===== config.mk =====
export PLATFORM = sky130hd
export DESIGN_NAME = mem_arbiter_flat
export DESIGN_NICKNAME = d
export VERILOG_FILES = /design/src/rtl/mem_arbiter_if.sv /design/src/rtl/mem_arbiter.sv /design/src/flat_wrapper.sv
export SDC_FILE = /design/constraint.sdc
export NUM_CORES = 1
export LEC_CHECK = 0
export BUFFER_PORTS_ARGS = -buffer_cell sky130_fd_sc_hd__buf_2
export CAP_MARGIN = 15
export CORE_AREA = 2 2 342 344
export DETAILED_ROUTE_END_ITERATION = 8
export DIE_AREA = 0 0 344 346
export GPL_ROUTABILITY_DRIVEN = 0
export PLACE_DENSITY = 0.45
export SLEW_MARGIN = 0
export SYNTH_ARGS = -nofsm -noshare
export SYNTH_HDL_FRONTEND = slang
export SYNTH_SLANG_ARGS = --single-unit

===== constraint.sdc =====
create_clock -name clock -period 17.8 [get_ports clock]
set_input_delay 0 -clock clock [delete_from_list [all_inputs] [get_ports clock]]
set_output_delay 0 -clock clock [all_outputs]
set_load 0.05 [all_outputs]

===== src/rtl/mem_arbiter_if.sv =====
// Shared request type and the cache/memory-side bundle seen by mem_arbiter.
// master = arbiter view; slave = caches plus main memory.
package mem_arbiter_pkg;
  localparam int LINE_W = 128;
  localparam int ADDR_W = 32;

  typedef struct packed {
    logic [ADDR_W-1:0] addr;
    logic              is_store;
    logic [LINE_W-1:0] data;
  } memory_request_t;
endpackage

interface mem_arbiter_if #(
  parameter int LINE_W = mem_arbiter_pkg::LINE_W
);
  logic                             icache_req_valid;
  mem_arbiter_pkg::memory_request_t icache_req_info;
  logic                             icache_rsp_valid;
  logic [LINE_W-1:0]                icache_rsp_data;

  logic                             dcache_req_valid;
  mem_arbiter_pkg::memory_request_t dcache_req_info;
  logic                             dcache_rsp_valid;
  logic [LINE_W-1:0]                dcache_rsp_data;

  logic                             mem_req_valid;
  mem_arbiter_pkg::memory_request_t mem_req_info;
  logic                             mem_rsp_valid;
  logic [LINE_W-1:0]                mem_rsp_data;

  logic                             busy;
  logic                             err_timeout;

  modport master (
    input  icache_req_valid, icache_req_info, dcache_req_valid, dcache_req_info,
    input  mem_rsp_valid, mem_rsp_data,
    output icache_rsp_valid, icache_rsp_data, dcache_rsp_valid, dcache_rsp_data,
    output mem_req_valid, mem_req_info, busy, err_timeout
  );

  modport slave (
    output icache_req_valid, icache_req_info, dcache_req_valid, dcache_req_info,
    output mem_rsp_valid, mem_rsp_data,
    input  icache_rsp_valid, icache_rsp_data, dcache_rsp_valid, dcache_rsp_data,
    input  mem_req_valid, mem_req_info, busy, err_timeout
  );
endinterface


===== src/rtl/mem_arbiter.sv =====
// Round-robin serialiser of icache/dcache line misses onto one memory channel, with response watchdog.
// Latency: grant -> 1-cycle issue -> wait -> 1-cycle resp (3 + memory cycles); requesters hold level until their rsp pulse.
module mem_arbiter #(
  parameter int LINE_W         = mem_arbiter_pkg::LINE_W,
  parameter int TIMEOUT_CYCLES = 255,
  parameter int CNT_W          = 8
) (
  input  logic          clock,
  input  logic          reset,
  mem_arbiter_if.master bus
);

  typedef enum logic [1:0] {IDLE, ISSUE, WAIT, RESP} state_t;

  localparam logic GNT_I = 1'b0;
  localparam logic GNT_D = 1'b1;
  localparam logic [CNT_W-1:0] TMO = CNT_W'(TIMEOUT_CYCLES);

  state_t                           state_q, state_d;
  logic                             grant_q, grant_d;
  logic                             last_grant_q, last_grant_d;
  logic [CNT_W-1:0]                 cnt_q, cnt_d;
  logic                             mem_req_valid_q, mem_req_valid_d;
  mem_arbiter_pkg::memory_request_t mem_req_info_q, mem_req_info_d;
  logic                             icache_rsp_valid_q, icache_rsp_valid_d;
  logic                             dcache_rsp_valid_q, dcache_rsp_valid_d;
  logic [LINE_W-1:0]                icache_rsp_data_q, icache_rsp_data_d;
  logic [LINE_W-1:0]                dcache_rsp_data_q, dcache_rsp_data_d;
  logic                             err_timeout_q, err_timeout_d;

  logic              pick;
  logic              rsp_done;
  logic [LINE_W-1:0] rsp_line;

  always_comb begin
    state_d            = state_q;
    grant_d            = grant_q;
    last_grant_d       = last_grant_q;
    cnt_d              = cnt_q;
    mem_req_valid_d    = 1'b0;
    mem_req_info_d     = mem_req_info_q;
    icache_rsp_valid_d = 1'b0;
    dcache_rsp_valid_d = 1'b0;
    icache_rsp_data_d  = icache_rsp_data_q;
    dcache_rsp_data_d  = dcache_rsp_data_q;
    err_timeout_d      = err_timeout_q;
    pick               = GNT_I;
    rsp_done           = 1'b0;
    rsp_line           = '0;

    case (state_q)
      IDLE: begin
        if (bus.icache_req_valid || bus.dcache_req_valid) begin
          // On contention the side that did not win last time gets the slot.
          pick            = (bus.icache_req_valid && bus.dcache_req_valid) ? ~last_grant_q
                                                                          : bus.dcache_req_valid;
          grant_d         = pick;
          last_grant_d    = pick;
          mem_req_info_d  = (pick == GNT_D) ? bus.dcache_req_info : bus.icache_req_info;
          mem_req_valid_d = 1'b1;
          state_d         = ISSUE;
        end
      end
      ISSUE: begin
        cnt_d   = '0;
        state_d = WAIT;
      end
      WAIT: begin
        if (cnt_q != '1) begin
          cnt_d = cnt_q + 1'b1;
        end
        // A response landing on the deadline cycle still wins over the timeout.
        if (bus.mem_rsp_valid) begin
          rsp_done = 1'b1;
          rsp_line = bus.mem_rsp_data;
        end else if (cnt_q == TMO) begin
          rsp_done      = 1'b1;
          err_timeout_d = 1'b1;
        end
      end
      RESP: begin
        state_d = IDLE;
      end
      default: begin
        state_d = IDLE;
      end
    endcase

    if (rsp_done) begin
      state_d = RESP;
      if (grant_q == GNT_D) begin
        dcache_rsp_valid_d = 1'b1;
        dcache_rsp_data_d  = rsp_line;
      end else begin
        icache_rsp_valid_d = 1'b1;
        icache_rsp_data_d  = rsp_line;
      end
    end
  end

  always_ff @(posedge clock or posedge reset) begin
    if (reset) begin
      state_q            <= IDLE;
      grant_q            <= GNT_I;
      last_grant_q       <= GNT_I;
      cnt_q              <= '0;
      mem_req_valid_q    <= 1'b0;
      mem_req_info_q     <= '0;
      icache_rsp_valid_q <= 1'b0;
      dcache_rsp_valid_q <= 1'b0;
      icache_rsp_data_q  <= '0;
      dcache_rsp_data_q  <= '0;
      err_timeout_q      <= 1'b0;
    end else begin
      state_q            <= state_d;
      grant_q            <= grant_d;
      last_grant_q       <= last_grant_d;
      cnt_q              <= cnt_d;
      mem_req_valid_q    <= mem_req_valid_d;
      mem_req_info_q     <= mem_req_info_d;
      icache_rsp_valid_q <= icache_rsp_valid_d;
      dcache_rsp_valid_q <= dcache_rsp_valid_d;
      icache_rsp_data_q  <= icache_rsp_data_d;
      dcache_rsp_data_q  <= dcache_rsp_data_d;
      err_timeout_q      <= err_timeout_d;
    end
  end

  assign bus.mem_req_valid    = mem_req_valid_q;
  assign bus.mem_req_info     = mem_req_info_q;
  assign bus.icache_rsp_valid = icache_rsp_valid_q;
  assign bus.icache_rsp_data  = icache_rsp_data_q;
  assign bus.dcache_rsp_valid = dcache_rsp_valid_q;
  assign bus.dcache_rsp_data  = dcache_rsp_data_q;
  assign bus.busy             = (state_q != IDLE);
  assign bus.err_timeout      = err_timeout_q;

endmodule


===== src/flat_wrapper.sv =====
// flat-port wrapper written by rule: the top's interface ports become plain ports
module mem_arbiter_flat 
#(
  parameter int LINE_W         = mem_arbiter_pkg::LINE_W,
  parameter int TIMEOUT_CYCLES = 255,
  parameter int CNT_W          = 8
)
  (clock, reset, bus_icache_req_valid, bus_icache_req_info, bus_dcache_req_valid, bus_dcache_req_info, bus_mem_rsp_valid, bus_mem_rsp_data, bus_icache_rsp_valid, bus_icache_rsp_data, bus_dcache_rsp_valid, bus_dcache_rsp_data, bus_mem_req_valid, bus_mem_req_info, bus_busy, bus_err_timeout);
  mem_arbiter_if #(.LINE_W(LINE_W)) bus_i ();
  input  logic clock;
  input  logic reset;
  input wire logic [$bits(bus_i.icache_req_valid)-1:0] bus_icache_req_valid;
  input wire logic [$bits(bus_i.icache_req_info)-1:0] bus_icache_req_info;
  input wire logic [$bits(bus_i.dcache_req_valid)-1:0] bus_dcache_req_valid;
  input wire logic [$bits(bus_i.dcache_req_info)-1:0] bus_dcache_req_info;
  input wire logic [$bits(bus_i.mem_rsp_valid)-1:0] bus_mem_rsp_valid;
  input wire logic [$bits(bus_i.mem_rsp_data)-1:0] bus_mem_rsp_data;
  output wire logic [$bits(bus_i.icache_rsp_valid)-1:0] bus_icache_rsp_valid;
  output wire logic [$bits(bus_i.icache_rsp_data)-1:0] bus_icache_rsp_data;
  output wire logic [$bits(bus_i.dcache_rsp_valid)-1:0] bus_dcache_rsp_valid;
  output wire logic [$bits(bus_i.dcache_rsp_data)-1:0] bus_dcache_rsp_data;
  output wire logic [$bits(bus_i.mem_req_valid)-1:0] bus_mem_req_valid;
  output wire logic [$bits(bus_i.mem_req_info)-1:0] bus_mem_req_info;
  output wire logic [$bits(bus_i.busy)-1:0] bus_busy;
  output wire logic [$bits(bus_i.err_timeout)-1:0] bus_err_timeout;
  assign bus_i.icache_req_valid = bus_icache_req_valid;
  assign bus_i.icache_req_info = bus_icache_req_info;
  assign bus_i.dcache_req_valid = bus_dcache_req_valid;
  assign bus_i.dcache_req_info = bus_dcache_req_info;
  assign bus_i.mem_rsp_valid = bus_mem_rsp_valid;
  assign bus_i.mem_rsp_data = bus_mem_rsp_data;
  assign bus_icache_rsp_valid = bus_i.icache_rsp_valid;
  assign bus_icache_rsp_data = bus_i.icache_rsp_data;
  assign bus_dcache_rsp_valid = bus_i.dcache_rsp_valid;
  assign bus_dcache_rsp_data = bus_i.dcache_rsp_data;
  assign bus_mem_req_valid = bus_i.mem_req_valid;
  assign bus_mem_req_info = bus_i.mem_req_info;
  assign bus_busy = bus_i.busy;
  assign bus_err_timeout = bus_i.err_timeout;
  mem_arbiter #(.LINE_W(LINE_W), .TIMEOUT_CYCLES(TIMEOUT_CYCLES), .CNT_W(CNT_W)) u_core (.clock(clock), .reset(reset), .bus(bus_i));
endmodule

* Yosys cells after proc, flatten, opt, wreduce, memory -nomap -nowiden
Cells that the tools add are included.
Word-level totals: bits in registers 432, latch bits 0, RAM bits 0, bits in read-only memories 0, input bits 455, output and inout port bits 422, memories 0
Cells by class: add/subtract/negate cells 1, multipliers 0, divide/modulo/power cells 0, order comparisons 0, equality and inequality tests 7, shift operators 0, multiplexer cells 18, bitwise operators 2, reduce and logical (&&, ||, !) cells 12
Operators with widths (count):
- 128-bit 2-to-1 mux | 2
- 161-bit 2-to-1 mux | 1
- 8-bit one-hot mux with 2 select lines | 1
- 1-bit 2-to-1 mux | 10
- 2-bit AND reduction | 5
- 8-bit by 1-bit adder with 8-bit output (second input constant) | 1
- 8-bit == test (second input constant) | 1
- 8-bit 2-to-1 mux | 1
- 8-bit inequality test (second input constant) | 1
- 2-bit one-hot mux with 3 select lines | 1
- 2-bit == test (second input constant) | 2
- 2-bit 2-to-1 mux | 2
- 2-bit nonzero test | 2
- 4-bit nonzero test | 1
- 3-bit by 1-bit inequality test with 1-bit output (second input constant) | 1
- 3-bit AND reduction | 1
- 2-bit by 1-bit == test with 1-bit output (second input constant) | 1
- 2-bit logical NOT | 1
- 2-bit by 1-bit inequality test with 1-bit output (second input constant) | 1
- 1-bit inverter | 2
- 1-bit logical AND | 1
- 1-bit logical OR | 1

* Depth between registers and ports, before layout
Gate-level depths: netlist (run 1).
depth after elaboration 6, gate-level depth with buffers 7

* Worst setup path before layout (run 1)
No wires, ideal clock.
path kind register -> register, start point reg u_core.state_q[0], end point reg u_core.mem_req_info_q, in the netlist u_core.bus.mem_req_info[0], library setup time 0.125 ns, data arrival time 1.828 ns, required time 17.675 ns, path slack 15.848 ns, cell stages (with the launch flop) 8, buffers on the path 3, period minus slack after synthesis 1.952 ns, cell sequence dfrtp_1 > buf_2 > nor2_2 > inv_1 > nor2_2 > buf_4 > buf_4 > mux2_2
On the way: cells in the longest elaborated chain, start to end 2
Ends and longest elaborated chain:
- from (decl) | RTL line mem_arbiter.sv:19 | state_t state_q, state_d;
- from (signal assigned) | RTL line mem_arbiter.sv:115 | state_q <= state_d;
- 2-bit logical NOT | RTL line mem_arbiter.sv:51 | case (state_q)
- 2-bit AND reduction (no line)
- to (signal assigned) | RTL line mem_arbiter.sv:120 | mem_req_info_q <= mem_req_info_d;
- to (decl) | RTL line mem_arbiter.sv:24 | mem_arbiter_pkg::memory_request_t mem_req_info_q, mem_req_info_d;
Every way passes these cells. A chain may end at the register's enable or synchronous reset.

* Worst setup path in the final report (run 1)
start point reg u_core.state_q[1], end point reg u_core.mem_req_info_q, in the netlist u_core.bus.mem_req_info[31]
The elaborated chain is that of the path after synthesis.

==> impl_metrics.json, run 1 <==
{
  "whs_ns": 0.0222,
  "io_buffers": 876,
  "rsz0062_at_grt": "no",
  "ys_types": 46,
  "clk_latency_ns": 0.63,
  "p_total_mw": 6.58,
  "top_usage_layer": "met2",
  "synth_xor_xnor_area_share_pct": 0.0443,
  "hold_class": "primary input to async pin",
  "seq_area_frac_synth_pct": 54.7,
  "cts_buffer_depth": 3,
  "std_cell_rows": 125,
  "end_kind": "flip-flop",
  "drv_slew": 0,
  "ys_seq_elements": 432,
  "power.density_nw_per_um2": 207,
  "finalHoldViolations": 0,
  "worst_clock_skew_ns": 0.0256,
  "grt_pass1_wl_um": 124000,
  "use_met1_pct": 15.9,
  "synth_top_area_share_pct": 54.7,
  "grt_use_met3_pct": 5.39,
  "synthCells": 1461,
  "dieHeight_um": 346,
  "cp_max_fo": 67,
  "wl_per_cell_um": 20.1,
  "grt_max_degree": 143,
  "cts_sinks": 432,
  "synth.avg_cell_area_um2": 13.5,
  "crit_slowest_cell": "buf_4",
  "maxSlewHeadroom_pct": 26.1,
  "yosysTopAreaCell": "dfrtp_1",
  "yosysMostFrequentCell": "dfrtp_1",
  "worstPathCellList": "nor2_2 > inv_1 > nor2_4 > buf_4 > buf_4 > mux2_2",
  "synth.area.top_cells": "dfrtp_1, mux2_2, a22o_1",
  "syn_to_final_growth_pct": 61.1,
  "drcViolationCount": 0,
  "grt.met2_usage_pct": 23.1,
  "clock.fmax_ghz": 0.240,
  "cts_made_buffers": 54,
  "synth_top_family_by_area": "compound AO/OA/AOI/OAI gates",
  "p_leak_nw": 13.7,
  "htreeDepth": 2,
  "grt_usage_pct": 13.8,
  "firstDrtPassIters": 4,
  "clk_pin_slew_ns": 0.06,
  "critical-path-max-stage-delay_ns": 0.87,
  "grt-ovfl-total": 0,
  "cap_violations": 0,
  "post-route-period-util_pct": 23.4,
  "cpMostUsedCell": "buf_4",
  "vias_per_cell": 4.10,
  "startpoint_type": "flip-flop",
  "async_reset_ff_share_pct": 100,
  "initial_core_util_pct": 17.1,
  "arrival_ns": 4.66,
  "synth_edf_count": 0,
  "nets": 3200,
  "coreArea_um2": 115000,
  "synth-simple-area-share_pct": 1.08,
  "cts-root-buf": "clkbuf_16",
  "cts_tree": "built",
  "antenna_found_initial": 15,
  "drive_gt1_share_pct": 46.8,
  "postRouteAntennaNets": 0,
  "synth_nets": 1917,
  "synth_compound_area_share_pct": 22.0,
  "via_count": 17700,
  "worst_pin_slew_ns": 1.11,
  "syn_area_um2": 19800,
  "synth_top_flop_cell": "dfrtp_1",
  "drt_iter0_drc": 775,
  "status": "finished, final reports clean",
  "ioPinCount": 877,
  "setup-tns-final_ns": 0,
  "post_cts_resized": 0,
  "synth_commonest_cells": "dfrtp_1, mux2_2, a21o_1, a22o_1, buf_2",
  "vdd_drop_max_v": 0.000113,
  "hpwl_um": 61300,
  "synthMuxAreaShare_pct": 18.3,
  "setup_viol": 0,
  "synth-adder-area-share_pct": 0.0633,
  "die_w_um": 344,
  "fp.dieArea_um2": 119000,
  "grt_pass1_vias": 18500,
  "drt-total-wl_um": 86400,
  "fin_crit_ns": 4.17,
  "cp.required_ns": 18.29,
  "ys_warn_count": 0,
  "criticalPathCategory": "flip-flop to flip-flop"
}
## metrics by stage
step	worst slack, ns	cells	utilization (%)	instance area (um2)
after CTS	13.66	4301	27.6	31800
after detailed placement	13.66	3757	22.1	25500
after global placement	13.66	3757	22.1	25500
after floorplan	5.77	1461	-	19800
after global routing	13.35	4303	27.6	31800
final	13.63	4305	27.6	31800
## metal layers
layer  share of wire (%)  wire (um)
met1                  39      34000
met5               0.053         46
met4                 3.9       3410
met2                  47      40900
met3                 9.4       8110
## kinds of logic (layout without fill, tap and decap cells)
kind of cell    Yosys count  in the layout
flops                   432            432
compound gates          538            538
fa+ha+maj                 1              1
mux                     322            322
xor+xnor                  1              1
simple gates             38             38
buf+inv                 129           1445
other cells               0              4
## cell type report
type | instances | area [um2]
Timing Repair Buffer | 1352 | 9110
Inverter | 4 | 22.5
Tap cell | 1524 | 1910
Clock inverter | 13 | 221
Fill cell | 12100 | 83600
Antenna cell | 4 | 10.0
Clock buffer | 76 | 1520
Multi-Input combinational cell | 900 | 8250
Sequential cell | 432 | 10800
## what timing repair did
action                                  4_1_cts  5_1_grt
setup buffers                                 0        0
endpoints found under the hold margin       495        0
hold buffers                                455        0
endpoints found under the setup margin        0        0
## path summary, 6_finish.rpt
| check | startpoint | endpoint | slack [ns] | cells past startpoint |
|---|---|---|---|---|
| max | u_core.state_q[1] | u_core.bus.mem_req_info[31] | 13.63 | 6 |
| min | reset | u_core.bus.mem_req_info[21] | 0.02 | 3 |
| max reg2reg | u_core.state_q[1] | u_core.bus.mem_req_info[31] | 13.63 | 6 |
| min reg2reg | u_core.bus.err_timeout | u_core.bus.err_timeout | 0.46 | 2 |
| max in group asynchronous | reset | u_core.bus.dcache_rsp_data[0] | 14.79 | 6 |
| min in group clock | bus_mem_rsp_data[111] | u_core.bus.icache_rsp_data[111] | 0.21 | 4 |
## placed cells by master, fill, tap and decap left out, types with 5 or more instances in the layout
master / n
buf_2: 876
dlygate4sd3_1: 455
dfrtp_1: 432
mux2_2: 321
a22o_1: 256
a21o_1: 256
clkbuf_16: 55
buf_4: 20
clkbuf_1: 15
nand2_1: 8
clkbuf_8: 6
nor2_1: 5
nand3_1: 5
bufinv_16: 5
## flip-flops by register name, summed over array words and instances (netlist names)
register                     count
u_core.cnt_q                     8
u_core.state_q                   2
u_core.bus.dcache_rsp_valid      1
u_core.bus.icache_rsp_data     128
u_core.bus.err_timeout           1
u_core.bus.mem_req_info        161
u_core.bus.icache_rsp_valid      1
u_core.bus.dcache_rsp_data     128
u_core.grant_q                   1
u_core.bus.mem_req_valid         1
## power breakdown
group	internal, mW	total (mW)	leakage [nW]	switching, mW
sequential	1.43	1.74	4.58	0.311
combinational	1.22	3.73	8.32	2.51
clock	0.659	1.11	0.839	0.451
## worst max-delay path: cells and delay by family (launching register included)
kind,cells,cell delay [ns]
mux,1,0.42
simple gates,2,1.08
buf+inv,3,1.76
flops,1,0.64
Note: power is estimated with default switching activity, not from simulation.
==> run 2, diff against run 1 <==
--- a/config.mk
+++ b/config.mk
@@ -7,11 +7,11 @@
 export LEC_CHECK = 0
 export BUFFER_PORTS_ARGS = -buffer_cell sky130_fd_sc_hd__buf_2
 export CAP_MARGIN = 15
-export CORE_AREA = 2 2 342 344
+export CORE_AREA = 2 2 337 339
 export DETAILED_ROUTE_END_ITERATION = 8
-export DIE_AREA = 0 0 344 346
+export DIE_AREA = 0 0 339 341
 export GPL_ROUTABILITY_DRIVEN = 0
-export PLACE_DENSITY = 0.45
+export PLACE_DENSITY = 0.47
 export SLEW_MARGIN = 0
 export SYNTH_ARGS = -nofsm -noshare
 export SYNTH_HDL_FRONTEND = slang
==> constraint.sdc (replaced) <==
create_clock -name clock -period 3.7 [get_ports clock]
set_input_delay 0 -clock clock [delete_from_list [all_inputs] [get_ports clock]]
set_output_delay 0 -clock clock [all_outputs]
set_load 0.05 [all_outputs]
==> run 2 against run 1 <==
First-iteration DRC count is 4.3% lower. Die area is 2.9% lower. Critical endpoint is now u_core.bus.mem_req_info[120]. Largest power group unchanged. Critical path depth is 1 lower.
==> impl_metrics.json, run 2 (synthesis gave the netlist of run 1 again) <==
{
  "cp.required_ns": 4.21,
  "clk_pin_slew_ns": 0.06,
  "worst_pin_slew_ns": 0.827,
  "wl_per_cell_um": 19.8,
  "maxSlewHeadroom_pct": 44.7,
  "end_kind": "flip-flop",
  "critical-path-max-stage-delay_ns": 0.67,
  "cpMostUsedCell": "mux2_2",
  "cp_max_fo": 57,
  "post_cts_resized": 0,
  "final_cells": 4313,
  "grt_max_degree": 131,
  "drcViolationCount": 0,
  "fin_crit_ns": 2.94,
  "syn_to_final_growth_pct": 62.9,
  "antenna_found_initial": 12,
  "post-place-ws_ns": 1.14,
  "cts_setup_buffers": 0,
  "p_leak_nw": 13.9,
  "crit_start": "u_core.grant_q",
  "drv_slew": 0,
  "cts_sinks": 432,
  "hpwl_um": 60700,
  "vias_per_cell": 4.09,
  "cap_violations": 0,
  "worst_clock_skew_ns": 0.0311,
  "placed_area_um2": 25800,
  "arrival_ns": 3.45,
  "criticalPathCategory": "flip-flop to flip-flop",
  "p_total_mw": 31.9,
  "fin_ws_ns": 0.758,
  "fp.dieArea_um2": 116000,
  "firstDrtPassIters": 5,
  "cts_made_buffers": 55,
  "clk_latency_ns": 0.63,
  "power.density_nw_per_um2": 990,
  "ioPinCount": 877,
  "setup-tns-final_ns": 0,
  "coreArea_um2": 112000,
  "cts_tree": "built",
  "via_count": 17700,
  "final_common_cell": "buf_2",
  "initial_core_util_pct": 17.7,
  "dp_cells": 3756,
  "postCtsHoldBufs": 455,
  "dieHeight_um": 341,
  "largest_reg_flops": 161,
  "drt_iter0_drc": 742,
  "hold_class": "primary input to async pin",
  "finalHoldViolations": 0,
  "rsz0062_at_grt": "no",
  "cts_buffer_depth": 3,
  "cp_top_family": "buffers and inverters",
  "cts-root-buf": "clkbuf_16",
  "drt-total-wl_um": 85300,
  "drive_gt1_share_pct": 47.5,
  "r2r-start": "u_core.grant_q",
  "layout_common_cells": "buf_2, dlygate4sd3_1, dfrtp_1",
  "startpoint_type": "flip-flop",
  "worstPathCellList": "a21boi_4 > buf_12 > mux2_2 > dlygate4sd3_1 > mux2_2",
  "grt_usage_pct": 14.2,
  "postRouteAntennaNets": 0,
  "post-route-period-util_pct": 79.5,
  "vdd_drop_max_v": 0.000525,
  "die_w_um": 339,
  "grt_pass1_wl_um": 125000,
  "grt_pass1_vias": 18700,
  "fin_area_um2": 32200,
  "crit_slowest_cell": "a21boi_4",
  "critPathBufInv": 2,
  "status": "finished, final reports clean",
  "grt-ovfl-total": 0,
  "nets": 3224,
  "setup_viol": 0,
  "clock.fmax_ghz": 0.340,
  "std_cell_rows": 123,
  "htreeDepth": 2,
  "io_buffers": 876
}
## run 2: power breakdown
part	total (mW)	leakage, nW	switching, mW	internal [mW]
registers	8.39	4.58	1.51	6.88
logic	18.1	8.48	12.0	6.02
clock network	5.41	0.873	2.24	3.17
## run 2: final timing paths
kind | slack (ns) | cells past startpoint | endpoint
setup / recovery | 0.76 | 5 | u_core.bus.mem_req_info[120]
hold / removal | 0.04 | 3 | u_core.bus.dcache_rsp_data[58]
setup reg to reg | 0.76 | 5 | u_core.bus.mem_req_info[120]
hold reg to reg | 0.49 | 1 | u_core.bus.dcache_rsp_data[78]
max in group asynchronous | 2.46 | 4 | u_core.bus.icache_rsp_data[25]
min in group clock | 0.23 | 4 | u_core.bus.dcache_rsp_data[114]
## run 2: cell type report
class | count | area, um2
fillers | 11600 | 79700
flip-flops and latches | 432 | 10800
repair buffers | 1375 | 9440
multi-input cells | 900 | 8250
well taps | 1500 | 1880
clock buffers | 76 | 1540
clock inverters | 22 | 238
inverters | 4 | 18.8
diodes | 4 | 10.0
## run 2: metal layers
layer  part of all wire, %  wire, um  up-vias  GRT usage, %
li1                      -         -     8166             -
met1                    40     34100     8721          16.8
met2                    48     40900      625          23.7
met3                   7.9      6780      142          4.59
met4                   4.2      3540        4          5.78
met5                 0.030        26        -             0
## run 2: tightest hold or removal path, stage by stage
cell and delay, ns:
dlygate4sd3_1 0.54, buf_2 0.14, clkinvlp_4 0.45
## run 2: stage by stage
step / hold slack [ns] / util [%]
2_1_floorplan: 0.0970 / -
3_3_place_gp: 0.167 / 23.1
3_5_place_dp: 0.164 / 23.1
4_1_cts: 0.0261 / 28.8
5_1_grt: 0.0453 / 28.8
6_report: 0.0372 / 28.8
